## config.mk

```make
export PLATFORM = sky130hd
export DESIGN_NAME = oob_retry_sched_flat
export DESIGN_NICKNAME = d
export VERILOG_FILES = /design/src/rtl/oob_retry_sched_if.sv /design/src/rtl/oob_retry_sched.sv /design/src/flat_wrapper.sv
export SDC_FILE = /design/constraint.sdc
export NUM_CORES = 1
export LEC_CHECK = 0
export BUFFER_PORTS_ARGS = -buffer_cell sky130_fd_sc_hd__buf_2
export CAP_MARGIN = 25
export CORE_MARGIN = 4
export CORE_UTILIZATION = 40
export DETAILED_ROUTE_END_ITERATION = 7
export SETUP_SLACK_MARGIN = 0.3
export SLEW_MARGIN = 20
export SYNTH_ARGS = -nofsm -noshare
export SYNTH_HDL_FRONTEND = slang
export SYNTH_SLANG_ARGS = --single-unit
```

## constraint.sdc

```tcl
create_clock -name clk -period 2.7 [get_ports clk]
set_input_delay 0.54 -clock clk [delete_from_list [all_inputs] [get_ports clk]]
set_output_delay 0.54 -clock clk [all_outputs]
set_load 0.01 [all_outputs]
```

## src/rtl/oob_retry_sched_if.sv

```systemverilog
//------------------------------------------------------------------------------
// oob_retry_sched_if
// Control/status bundle between the host control logic / OOB controller
// (master side) and the OOB retry scheduler (slave side).
// Revision: 1.0 - initial release
//------------------------------------------------------------------------------
`default_nettype none

interface oob_retry_sched_if;
    logic        en;
    logic        retry_clr;
    logic        gtx_ready;
    logic        oob_error;
    logic        oob_silence;
    logic        link_up;
    logic        link_down;
    logic        oob_rst;
    logic [3:0]  retry_cnt;
    logic        give_up;
    logic [2:0]  state_dbg;
    logic [15:0] drop_cnt;

    modport master (
        output en, retry_clr, gtx_ready, oob_error, oob_silence, link_up, link_down,
        input  oob_rst, retry_cnt, give_up, state_dbg, drop_cnt
    );

    modport slave (
        input  en, retry_clr, gtx_ready, oob_error, oob_silence, link_up, link_down,
        output oob_rst, retry_cnt, give_up, state_dbg, drop_cnt
    );
endinterface

`default_nettype wire

```

## src/rtl/oob_retry_sched.sv

```systemverilog
//------------------------------------------------------------------------------
// oob_retry_sched
// Schedules OOB restarts for the SATA host PHY: after each OOB/link failure it
// waits an exponentially growing backoff, then pulses oob_rst; gives up after
// MAX_RETRIES consecutive failures.
// Optional feature macro: OOB_RETRY_STATS_EN (link-drop counter on drop_cnt).
// Revision: 1.0 - initial release
//------------------------------------------------------------------------------
`default_nettype none

module oob_retry_sched #(
    parameter int CLK_SPEED_GRADE   = 1,
    parameter int MAX_RETRIES       = 8,
    parameter int BASE_BACKOFF      = 1024,
    parameter int BACKOFF_SHIFT_MAX = 4,
    parameter int RST_PULSE         = 8,
    parameter int TIMER_W           = 24
) (
    input  wire logic         clk,
    input  wire logic         rst,
    oob_retry_sched_if.slave  bus
);

    typedef enum logic [2:0] {
        S_IDLE    = 3'd0,
        S_ARMED   = 3'd1,
        S_LINKED  = 3'd2,
        S_BACKOFF = 3'd3,
        S_RESTART = 3'd4,
        S_FAIL    = 3'd5
    } state_t;

    localparam int PULSE_W = (RST_PULSE < 2) ? 1 : $clog2(RST_PULSE + 1);

    localparam logic [TIMER_W-1:0] c_base_ticks = TIMER_W'(BASE_BACKOFF * CLK_SPEED_GRADE);
    localparam logic [PULSE_W-1:0] c_pulse_len  = PULSE_W'(RST_PULSE);
    localparam logic [3:0]         c_max_cnt    = 4'(MAX_RETRIES);
    localparam logic [4:0]         c_max_cnt5   = 5'(MAX_RETRIES);
    localparam logic [4:0]         c_shift_cap  = 5'(BACKOFF_SHIFT_MAX);

    state_t               r_state;
    logic [TIMER_W-1:0]   r_timer;
    logic [PULSE_W-1:0]   r_pulse_cnt;
    logic                 r_oob_rst;
    logic [3:0]           r_retry_cnt;
    logic                 r_give_up;

    logic [3:0]           w_base_cnt;
    logic [4:0]           w_new_cnt;
    logic [4:0]           w_exp;
    logic                 w_exhausted;
    logic [TIMER_W-1:0]   w_backoff;
    logic                 w_run;

    // Next failure count and backoff interval; a same-cycle retry_clr makes
    // the failure count start again from zero.
    always_comb begin
        w_base_cnt  = bus.retry_clr ? 4'd0 : r_retry_cnt;
        w_new_cnt   = {1'b0, w_base_cnt} + 5'd1;
        w_exp       = (w_new_cnt - 5'd1 > c_shift_cap) ? c_shift_cap : (w_new_cnt - 5'd1);
        w_exhausted = (w_new_cnt >= c_max_cnt5);
        w_backoff   = c_base_ticks << w_exp;
        w_run       = bus.en & bus.gtx_ready;
    end

    // Retry state machine with registered outputs; en/gtx_ready loss overrides
    // every state except FAIL, which only en=0 or retry_clr can leave.
    always_ff @(posedge clk or posedge rst) begin
        if (rst) begin
            r_state     <= S_IDLE;
            r_timer     <= '0;
            r_pulse_cnt <= '0;
            r_oob_rst   <= 1'b0;
            r_retry_cnt <= 4'd0;
            r_give_up   <= 1'b0;
        end else if (r_state == S_FAIL) begin
            if (!bus.en || bus.retry_clr) begin
                r_state     <= S_IDLE;
                r_retry_cnt <= 4'd0;
                r_give_up   <= 1'b0;
            end
        end else if (!w_run) begin
            r_state     <= S_IDLE;
            r_timer     <= '0;
            r_pulse_cnt <= '0;
            r_oob_rst   <= 1'b0;
            if (bus.retry_clr) begin
                r_retry_cnt <= 4'd0;
            end
        end else begin
            if (bus.retry_clr) begin
                r_retry_cnt <= 4'd0;
            end
            case (r_state)
                S_IDLE: begin
                    r_state <= S_ARMED;
                end
                S_ARMED: begin
                    if (bus.oob_error || bus.oob_silence) begin
                        if (w_exhausted) begin
                            r_state     <= S_FAIL;
                            r_retry_cnt <= c_max_cnt;
                            r_give_up   <= 1'b1;
                        end else begin
                            r_state     <= S_BACKOFF;
                            r_retry_cnt <= w_new_cnt[3:0];
                            r_timer     <= w_backoff;
                        end
                    end else if (bus.link_up) begin
                        r_state     <= S_LINKED;
                        r_retry_cnt <= 4'd0;
                    end
                end
                S_LINKED: begin
                    if (bus.link_down) begin
                        if (w_exhausted) begin
                            r_state     <= S_FAIL;
                            r_retry_cnt <= c_max_cnt;
                            r_give_up   <= 1'b1;
                        end else begin
                            r_state     <= S_BACKOFF;
                            r_retry_cnt <= w_new_cnt[3:0];
                            r_timer     <= w_backoff;
                        end
                    end
                end
                S_BACKOFF: begin
                    // Timer value T gives exactly T cycles in BACKOFF.
                    if (r_timer <= TIMER_W'(1)) begin
                        r_state     <= S_RESTART;
                        r_timer     <= '0;
                        r_oob_rst   <= 1'b1;
                        r_pulse_cnt <= c_pulse_len;
                    end else begin
                        r_timer <= r_timer - TIMER_W'(1);
                    end
                end
                S_RESTART: begin
                    // oob_rst stays high for exactly RST_PULSE cycles.
                    if (r_pulse_cnt <= PULSE_W'(1)) begin
                        r_state     <= bus.gtx_ready ? S_ARMED : S_IDLE;
                        r_oob_rst   <= 1'b0;
                        r_pulse_cnt <= '0;
                    end else begin
                        r_pulse_cnt <= r_pulse_cnt - PULSE_W'(1);
                    end
                end
                default: begin
                    r_state <= S_IDLE;
                end
            endcase
        end
    end

`ifdef OOB_RETRY_STATS_EN
    logic [15:0] r_drop_cnt;

    // Counts link drops accepted while linked; saturates, cleared by retry_clr.
    always_ff @(posedge clk or posedge rst) begin
        if (rst) begin
            r_drop_cnt <= 16'h0;
        end else if (bus.retry_clr) begin
            r_drop_cnt <= 16'h0;
        end else if (r_state == S_LINKED && w_run && bus.link_down
                     && r_drop_cnt != 16'hFFFF) begin
            r_drop_cnt <= r_drop_cnt + 16'h1;
        end
    end

    assign bus.drop_cnt = r_drop_cnt;
`else
    assign bus.drop_cnt = 16'h0;
`endif

    assign bus.oob_rst   = r_oob_rst;
    assign bus.retry_cnt = r_retry_cnt;
    assign bus.give_up   = r_give_up;
    assign bus.state_dbg = r_state;

endmodule

`default_nettype wire

```

## src/flat_wrapper.sv

```systemverilog
// flat-port wrapper written by rule: the top's interface ports become plain ports
module oob_retry_sched_flat 
#(
    parameter int CLK_SPEED_GRADE   = 1,
    parameter int MAX_RETRIES       = 8,
    parameter int BASE_BACKOFF      = 1024,
    parameter int BACKOFF_SHIFT_MAX = 4,
    parameter int RST_PULSE         = 8,
    parameter int TIMER_W           = 24
)
  (clk, rst, bus_en, bus_retry_clr, bus_gtx_ready, bus_oob_error, bus_oob_silence, bus_link_up, bus_link_down, bus_oob_rst, bus_retry_cnt, bus_give_up, bus_state_dbg, bus_drop_cnt);
  oob_retry_sched_if bus_i ();
  input  wire logic clk;
  input  wire logic rst;
  input wire logic [$bits(bus_i.en)-1:0] bus_en;
  input wire logic [$bits(bus_i.retry_clr)-1:0] bus_retry_clr;
  input wire logic [$bits(bus_i.gtx_ready)-1:0] bus_gtx_ready;
  input wire logic [$bits(bus_i.oob_error)-1:0] bus_oob_error;
  input wire logic [$bits(bus_i.oob_silence)-1:0] bus_oob_silence;
  input wire logic [$bits(bus_i.link_up)-1:0] bus_link_up;
  input wire logic [$bits(bus_i.link_down)-1:0] bus_link_down;
  output wire logic [$bits(bus_i.oob_rst)-1:0] bus_oob_rst;
  output wire logic [$bits(bus_i.retry_cnt)-1:0] bus_retry_cnt;
  output wire logic [$bits(bus_i.give_up)-1:0] bus_give_up;
  output wire logic [$bits(bus_i.state_dbg)-1:0] bus_state_dbg;
  output wire logic [$bits(bus_i.drop_cnt)-1:0] bus_drop_cnt;
  assign bus_i.en = bus_en;
  assign bus_i.retry_clr = bus_retry_clr;
  assign bus_i.gtx_ready = bus_gtx_ready;
  assign bus_i.oob_error = bus_oob_error;
  assign bus_i.oob_silence = bus_oob_silence;
  assign bus_i.link_up = bus_link_up;
  assign bus_i.link_down = bus_link_down;
  assign bus_oob_rst = bus_i.oob_rst;
  assign bus_retry_cnt = bus_i.retry_cnt;
  assign bus_give_up = bus_i.give_up;
  assign bus_state_dbg = bus_i.state_dbg;
  assign bus_drop_cnt = bus_i.drop_cnt;
  oob_retry_sched #(.CLK_SPEED_GRADE(CLK_SPEED_GRADE), .MAX_RETRIES(MAX_RETRIES), .BASE_BACKOFF(BASE_BACKOFF), .BACKOFF_SHIFT_MAX(BACKOFF_SHIFT_MAX), .RST_PULSE(RST_PULSE), .TIMER_W(TIMER_W)) u_core (.clk(clk), .rst(rst), .bus(bus_i));
endmodule
```

==> Word-level counts from Yosys, hierarchy flattened <==
Cells that the tools add are included.
{ "word_totals": {"ff_bits": 37, "input_bits": 9, "out_inout_bits": 25, "wordCells": 88} }
{ "op_classes": {"n_addsub": 4, "magnitude_cmp": 4, "n_eq_ne": 18, "shifts": 1, "mux": 42, "bitwise_logic": 2, "n_reduce_logical": 11} }
{ "ops": {"columns": ["operator", "count"], "rows": [
  ["24-bit 2-to-1 mux", 5],
  ["24-bit one-hot mux with 3 select lines", 1],
  ["4-bit 2-to-1 mux", 11],
  ["3-bit 2-to-1 mux", 9],
  ["24-bit by 1-bit less-or-equal comparator with 1-bit output (second input constant)", 1],
  ["11-bit by 5-bit << shifter with 24-bit output (first input constant)", 1],
  ["24-bit by 1-bit subtractor with 24-bit output (second input constant)", 1],
  ["4-bit inequality test (second input constant)", 4],
  ["4-bit one-hot mux with 2 select lines", 2],
  ["3-bit inequality test (second input constant)", 5],
  ["3-bit one-hot mux with 5 select lines", 1],
  ["1-bit 2-to-1 mux", 10],
  ["5-bit AND reduction", 2],
  ["4-bit AND reduction", 2],
  ["3-bit by 2-bit == test with 1-bit output (second input constant)", 2],
  ["3-bit == test (second input constant)", 2],
  ["4-bit by 1-bit adder with 5-bit output (second input constant)", 1],
  ["5-bit by 4-bit greater-or-equal comparator with 1-bit output (second input constant)", 1],
  ["5-bit by 3-bit > comparator with 1-bit output (second input constant)", 1],
  ["5-bit 2-to-1 mux", 1],
  ["5-bit inequality test (second input constant)", 1],
  ["5-bit by 1-bit subtractor with 5-bit output (second input constant)", 1],
  ["4-bit by 1-bit less-or-equal comparator with 1-bit output (second input constant)", 1],
  ["1-bit one-hot mux with 2 select lines", 2],
  ["other kinds (13)", 14]
]} }

==> Logic depth before layout (Yosys ltp) <==
{ "depth": {"word_depth": 10, "mapped_depth": 11, "ltp_nobuf": 9} }

==> Least setup slack after synthesis <==
OpenSTA, ideal clock, no wires.
{ "synth_path": {"path_type": "input-to-reg", "start": "in bus_retry_clr", "end": "reg u_core.r_timer[18]", "setup_ns": 0.138, "arrival_ns": 2.387, "required_ns": 2.562, "slack_ns": 0.175, "path_stages": 10, "n_path_buf": 2, "cell_sequence": "clkbuf_1 nand2b_1 inv_1 ha_1 nor2b_1 a211o_1 o21ai_1 a31oi_1 clkbuf_1 a31oi_1"} }
{ "synth_via": {"elab_chain_cells": 10, "word_cells_on_any_way": 12, "classes_between": "add/sub (2); order compare (2); shift (1); mux (7)"} }
{ "synth_rtl": {"columns": ["element", "line", "text"], "rows": [
  ["from (decl)", "flat_wrapper.sv:16", "input wire logic [$bits(bus_i.retry_clr)-1:0] bus_retry_clr;"],
  ["4-bit 2-to-1 mux *", "oob_retry_sched.sv:58", "w_base_cnt = bus.retry_clr ? 4'd0 : r_retry_cnt;"],
  ["4-bit by 1-bit adder with 5-bit output *", "oob_retry_sched.sv:59", "w_new_cnt = {1'b0, w_base_cnt} + 5'd1;"],
  ["5-bit by 1-bit subtractor with 5-bit output", "oob_retry_sched.sv:60", "w_exp = (w_new_cnt - 5'd1 > c_shift_cap) ? c_shift_cap : (w_new_cnt - 5'd1);"],
  ["5-bit by 3-bit > comparator with 1-bit output", "oob_retry_sched.sv:60", null],
  ["5-bit 2-to-1 mux", "oob_retry_sched.sv:60", null],
  ["11-bit by 5-bit << shifter with 24-bit output", "oob_retry_sched.sv:62", "w_backoff = c_base_ticks << w_exp;"],
  ["24-bit 2-to-1 mux *", "oob_retry_sched.sv:100, oob_retry_sched.sv:116", null],
  ["24-bit 2-to-1 mux (on tied branches)", "oob_retry_sched.sv:115, oob_retry_sched.sv:99", null],
  ["24-bit one-hot mux with 3 select lines *", "oob_retry_sched.sv:94", "case (r_state)"],
  ["24-bit 2-to-1 mux *", "oob_retry_sched.sv:82", "end else if (!w_run) begin"],
  ["to (signal assigned)", "oob_retry_sched.sv:107", "r_timer <= w_backoff;"],
  ["to (signal assigned)", "oob_retry_sched.sv:123", "r_timer <= w_backoff;"],
  ["to (signal assigned)", "oob_retry_sched.sv:135", "r_timer <= r_timer - TIMER_W'(1);"],
  ["to (decl)", "oob_retry_sched.sv:42", "logic [TIMER_W-1:0] r_timer;"]
]} }
Every way passes the cells marked *; elsewhere a longest branch is shown, timed or not. The select of a mux whose other input is x is not followed.
A chain may end at the register's enable or synchronous reset.

==> Final worst setup path <==
{ "layout_path": {"start": "reg u_core.r_timer[1]", "end": "reg u_core.r_timer[22]"} }
{ "layout_via": {"elab_chain_cells": 4, "word_cells_on_any_way": 5, "classes_between": "add/sub (1); order compare (1); mux (3)"} }
{ "layout_rtl": {"columns": ["element", "line", "text"], "rows": [
  ["24-bit by 1-bit subtractor with 24-bit output / 24-bit by 1-bit less-or-equal comparator with 1-bit output (equally long branches)", "oob_retry_sched.sv:135, oob_retry_sched.sv:129", null],
  ["24-bit 2-to-1 mux *", "oob_retry_sched.sv:129", "if (r_timer <= TIMER_W'(1)) begin"],
  ["24-bit one-hot mux with 3 select lines *", "oob_retry_sched.sv:94", null],
  ["24-bit 2-to-1 mux *", "oob_retry_sched.sv:82", null]
]} }
Every way passes the cells marked *; elsewhere a longest branch is shown, timed or not.

==> impl_metrics.json <==
{
  "rr_endpoint": "u_core.r_timer[22]",
  "tightest_slew_ns": 0.542,
  "synth_simple_gate_area_frac": 0.259,
  "initial_core_util": 0.412,
  "synth_ff_type": "dfrtp_1",
  "period_share": 0.862,
  "max_slew_margin": 0.635,
  "place_congestion": 0.851,
  "p_sw_frac": 0.372,
  "maxCapViolCount": 0,
  "area_growth_pct": 14.9,
  "numClockSinks": 37,
  "synthAdderAreaFrac": 0.0285,
  "fmax_mhz": 430,
  "grt_start_max_net_pins": 38,
  "synth_cells": 333,
  "cts_buffers": 5,
  "start_kind": "flip-flop",
  "grt.total_usage": 0.177,
  "p_leak_uw": 0.00139,
  "clk_path_buf_depth": 2,
  "syn_area_mm2": 0.00263,
  "root_buffer": "clkbuf_8",
  "synth_top_family_by_area": "compound AO/OA/AOI/OAI gates",
  "ant_nets": 0,
  "crit_arrival_ns": 2.50,
  "finalSetupTns_ns": 0,
  "synth.ff_latch_count": 37,
  "drv_slew": 0,
  "p_sw_uw": 616,
  "clk_pin_slew_ns": 0.08,
  "drc": 0,
  "core.rowCount": 29,
  "cts_tree": "built",
  "dieHeight_um": 89.1,
  "finalHoldViolations": 0,
  "dp_hpwl_um": 4980,
  "cts_hold_buf": 0,
  "syn_area_per_cell_um2": 7.91,
  "holdWs_ns": 0.342,
  "core_area_mm2": 0.00639,
  "critPathSlowestCell": "or4_4",
  "worstPathRequired_ns": 2.87,
  "h-tree-depth": 2,
  "drt-total-wl_um": 6730,
  "dieArea_mm2": 0.00795,
  "rrSetupSlack_ns": 0.37,
  "rsz0062_at_grt": "yes",
  "wl_per_cell_um": 15.1,
  "outcome": "complete, no violations",
  "synth-seq-area-share": 0.352,
  "dr.pass1.iters": 4,
  "synth_xor_area_frac": 0.00333,
  "async_flop_share": 1.00,
  "power.density_mw_per_mm2": 547,
  "critPathCaptureType": "flip-flop",
  "hold_class": "input pin to async pin",
  "fin_worst_skew_ns": 0.00885,
  "grt_pass1_wl_um": 11000,
  "ios": 34,
  "grt_pass1_vias": 2319,
  "antenna_found_initial": 0,
  "total_power_uw": 1650,
  "muxShareOfSynthArea": 0,
  "cpPeakStageDelay_ns": 0.47,
  "yosys_warnings": 0,
  "synth-edff-count": 0,
  "synth_compound_area_frac": 0.261,
  "worstReg2RegStart": "u_core.r_timer[1]",
  "sequentialPowerShare": 0.378,
  "drtIter0Drc": 127,
  "clk_latency_ns": 0.30,
  "n_fill_cell": 627,
  "fin_nets": 382,
  "clkPwrFrac": 0.265,
  "path_cells": "inv_2, ha_4, or3b_4, or4_4, nor4_4, nand2_2, o31ai_2, a31oi_1",
  "cp.buffers_inverters": 1,
  "final-setup-viol-count": 0,
  "drive_above_1_share": 0.196,
  "path_class": "flip-flop to flip-flop",
  "vias_per_cell": 5.73,
  "comb_power_share": 0.357,
  "insertedDiodeCount": 0,
  "fp.dieW_um": 89.1,
  "reg2reg_depth": 8,
  "fin_crit_ns": 2.33,
  "critical_path_peak_fanout": 4,
  "num_vias": 2550,
  "p_int_uw": 1040,
  "grt-ovfl-total": 0,
  "synth.distinct_cells": 55,
  "portBuffers": 17,
  "ir_drop_mv": 0.294,
  "critical-path-top-delay-family": "simple AND/OR/NAND/NOR gates"
}
-- repair_timing --
action                                  CTS  global route
pin swaps                                 1             3
gates resized for setup                   2             6
endpoints found under the setup margin    5            19
buffers inserted                          0             7
-- kinds of logic (layout without fill, tap and decap cells) --
family	count (synthesis)	in the layout
adder cells (fa/ha/maj)	6	6
other	1	16
AND/OR/NAND/NOR	134	134
buffers and inverters	50	70
XOR/XNOR	1	1
flip-flops	37	37
AO/OA/AOI/OAI	104	104
-- power by group through the flow --
stage / combinational [uW] / sequential (uW) / clock [uW]
2_1_floorplan: 418 / 630 / 0
3_3_place_gp: 548 / 634 / 0
3_5_place_dp: 552 / 633 / 0
4_1_cts: 551 / 623 / 453
5_1_grt: 649 / 631 / 480
6_report: 591 / 625 / 439
-- flip-flops by register name (all words and copies together) (netlist names) --
name                  flops
u_core.bus.give_up        1
u_core.bus.oob_rst        1
u_core.bus.retry_cnt      4
u_core.bus.state_dbg      3
u_core.r_pulse_cnt        4
u_core.r_timer           24
-- layer usage --
layer	up-vias	wire length [um]	global-route usage
li1	1257	-	-
met1	1203	3200	0.246
met2	80	3080	0.275
met3	10	352	0.0369
met4	0	98	0.0555
met5	-	0	0
-- synth_stat cells, drive strengths merged (3+ instances only) --
master / number / area (um^2)
inv: 17 / 63.8
nand2b: 7 / 43.8
o21ai: 26 / 130
o31ai: 5 / 56.3
clkbuf: 14 / 53.8
nor4: 5 / 46.3
nor2: 30 / 113
o31a: 3 / 26.3
nor2b: 5 / 31.3
nand2: 35 / 134
a31oi: 18 / 113
nor3: 20 / 100
a21oi: 17 / 85.1
nand3: 7 / 35.0
dfrtp: 37 / 926
or3: 12 / 78.8
o22ai: 8 / 50.1
buf: 19 / 134
ha: 6 / 75.1
a211o: 5 / 43.8
and3: 3 / 18.8
-- tightest hold or removal path: cells and delay by family --
kind	cells	cell delay, ns
buffers and inverters	3	0.54
-- placed cells by master (no fill, tap or decap), drive strengths merged, types with 2 or more instances in the layout --
master and n:
and3 3, o41ai 2, dfrtp 37, o31ai 5
conb 16, ha 6, nor3 20, a31oi 18
nor2b 5, clkbuf 7, nand3 7, or3 12
a22o 2, buf 45, o31a 3, nand4 2
nor2 30, o22ai 8, a21o 2, and2 2
nand2 35, inv 17, a32oi 2, o21ai 26
o21a 2, nand2b 7, nor4b 2, a211o 5
o211ai 2, nor4 5, a21oi 17
-- per-stage QoR --
| stage | utilization | std cells | cell area, um^2 | setup slack [ns] |
|---|---|---|---|---|
| floorplan | - | 348 | 2690 | 0.353 |
| global placement | 0.445 | 430 | 2840 | 0.193 |
| detailed placement | 0.445 | 430 | 2840 | 0.132 |
| CTS | 0.463 | 438 | 2960 | 0.327 |
| global route | 0.474 | 445 | 3030 | 0.267 |
| finish | 0.474 | 445 | 3030 | 0.372 |
-- worst max-delay path by stage --
stage,depth (start not counted),startpoint,to,slack [ns]
floorplan,10,bus_retry_clr,u_core.r_timer[21],0.35
global placement,10,bus_retry_clr,u_core.r_timer[11],0.19
detailed placement,9,bus_retry_clr,u_core.r_timer[11],0.13
CTS,8,u_core.r_timer[1],u_core.r_timer[22],0.33
global route,8,u_core.r_timer[1],u_core.r_timer[22],0.27
finish,8,u_core.r_timer[1],u_core.r_timer[22],0.37
-- layout make-up --
| class | count | area (um^2) | share of cell area |
|---|---|---|---|
| well taps | 77 | 96.3 | 0.0318 |
| clock inverters | 1 | 5.00 | 0.00165 |
| flip-flops and latches | 37 | 926 | 0.306 |
| repair buffers | 45 | 295 | 0.0976 |
| multi-input cells | 261 | 1540 | 0.510 |
| clock buffers | 7 | 96.3 | 0.0318 |
| inverters | 17 | 63.8 | 0.0211 |
(Power assumes the default switching activity.)
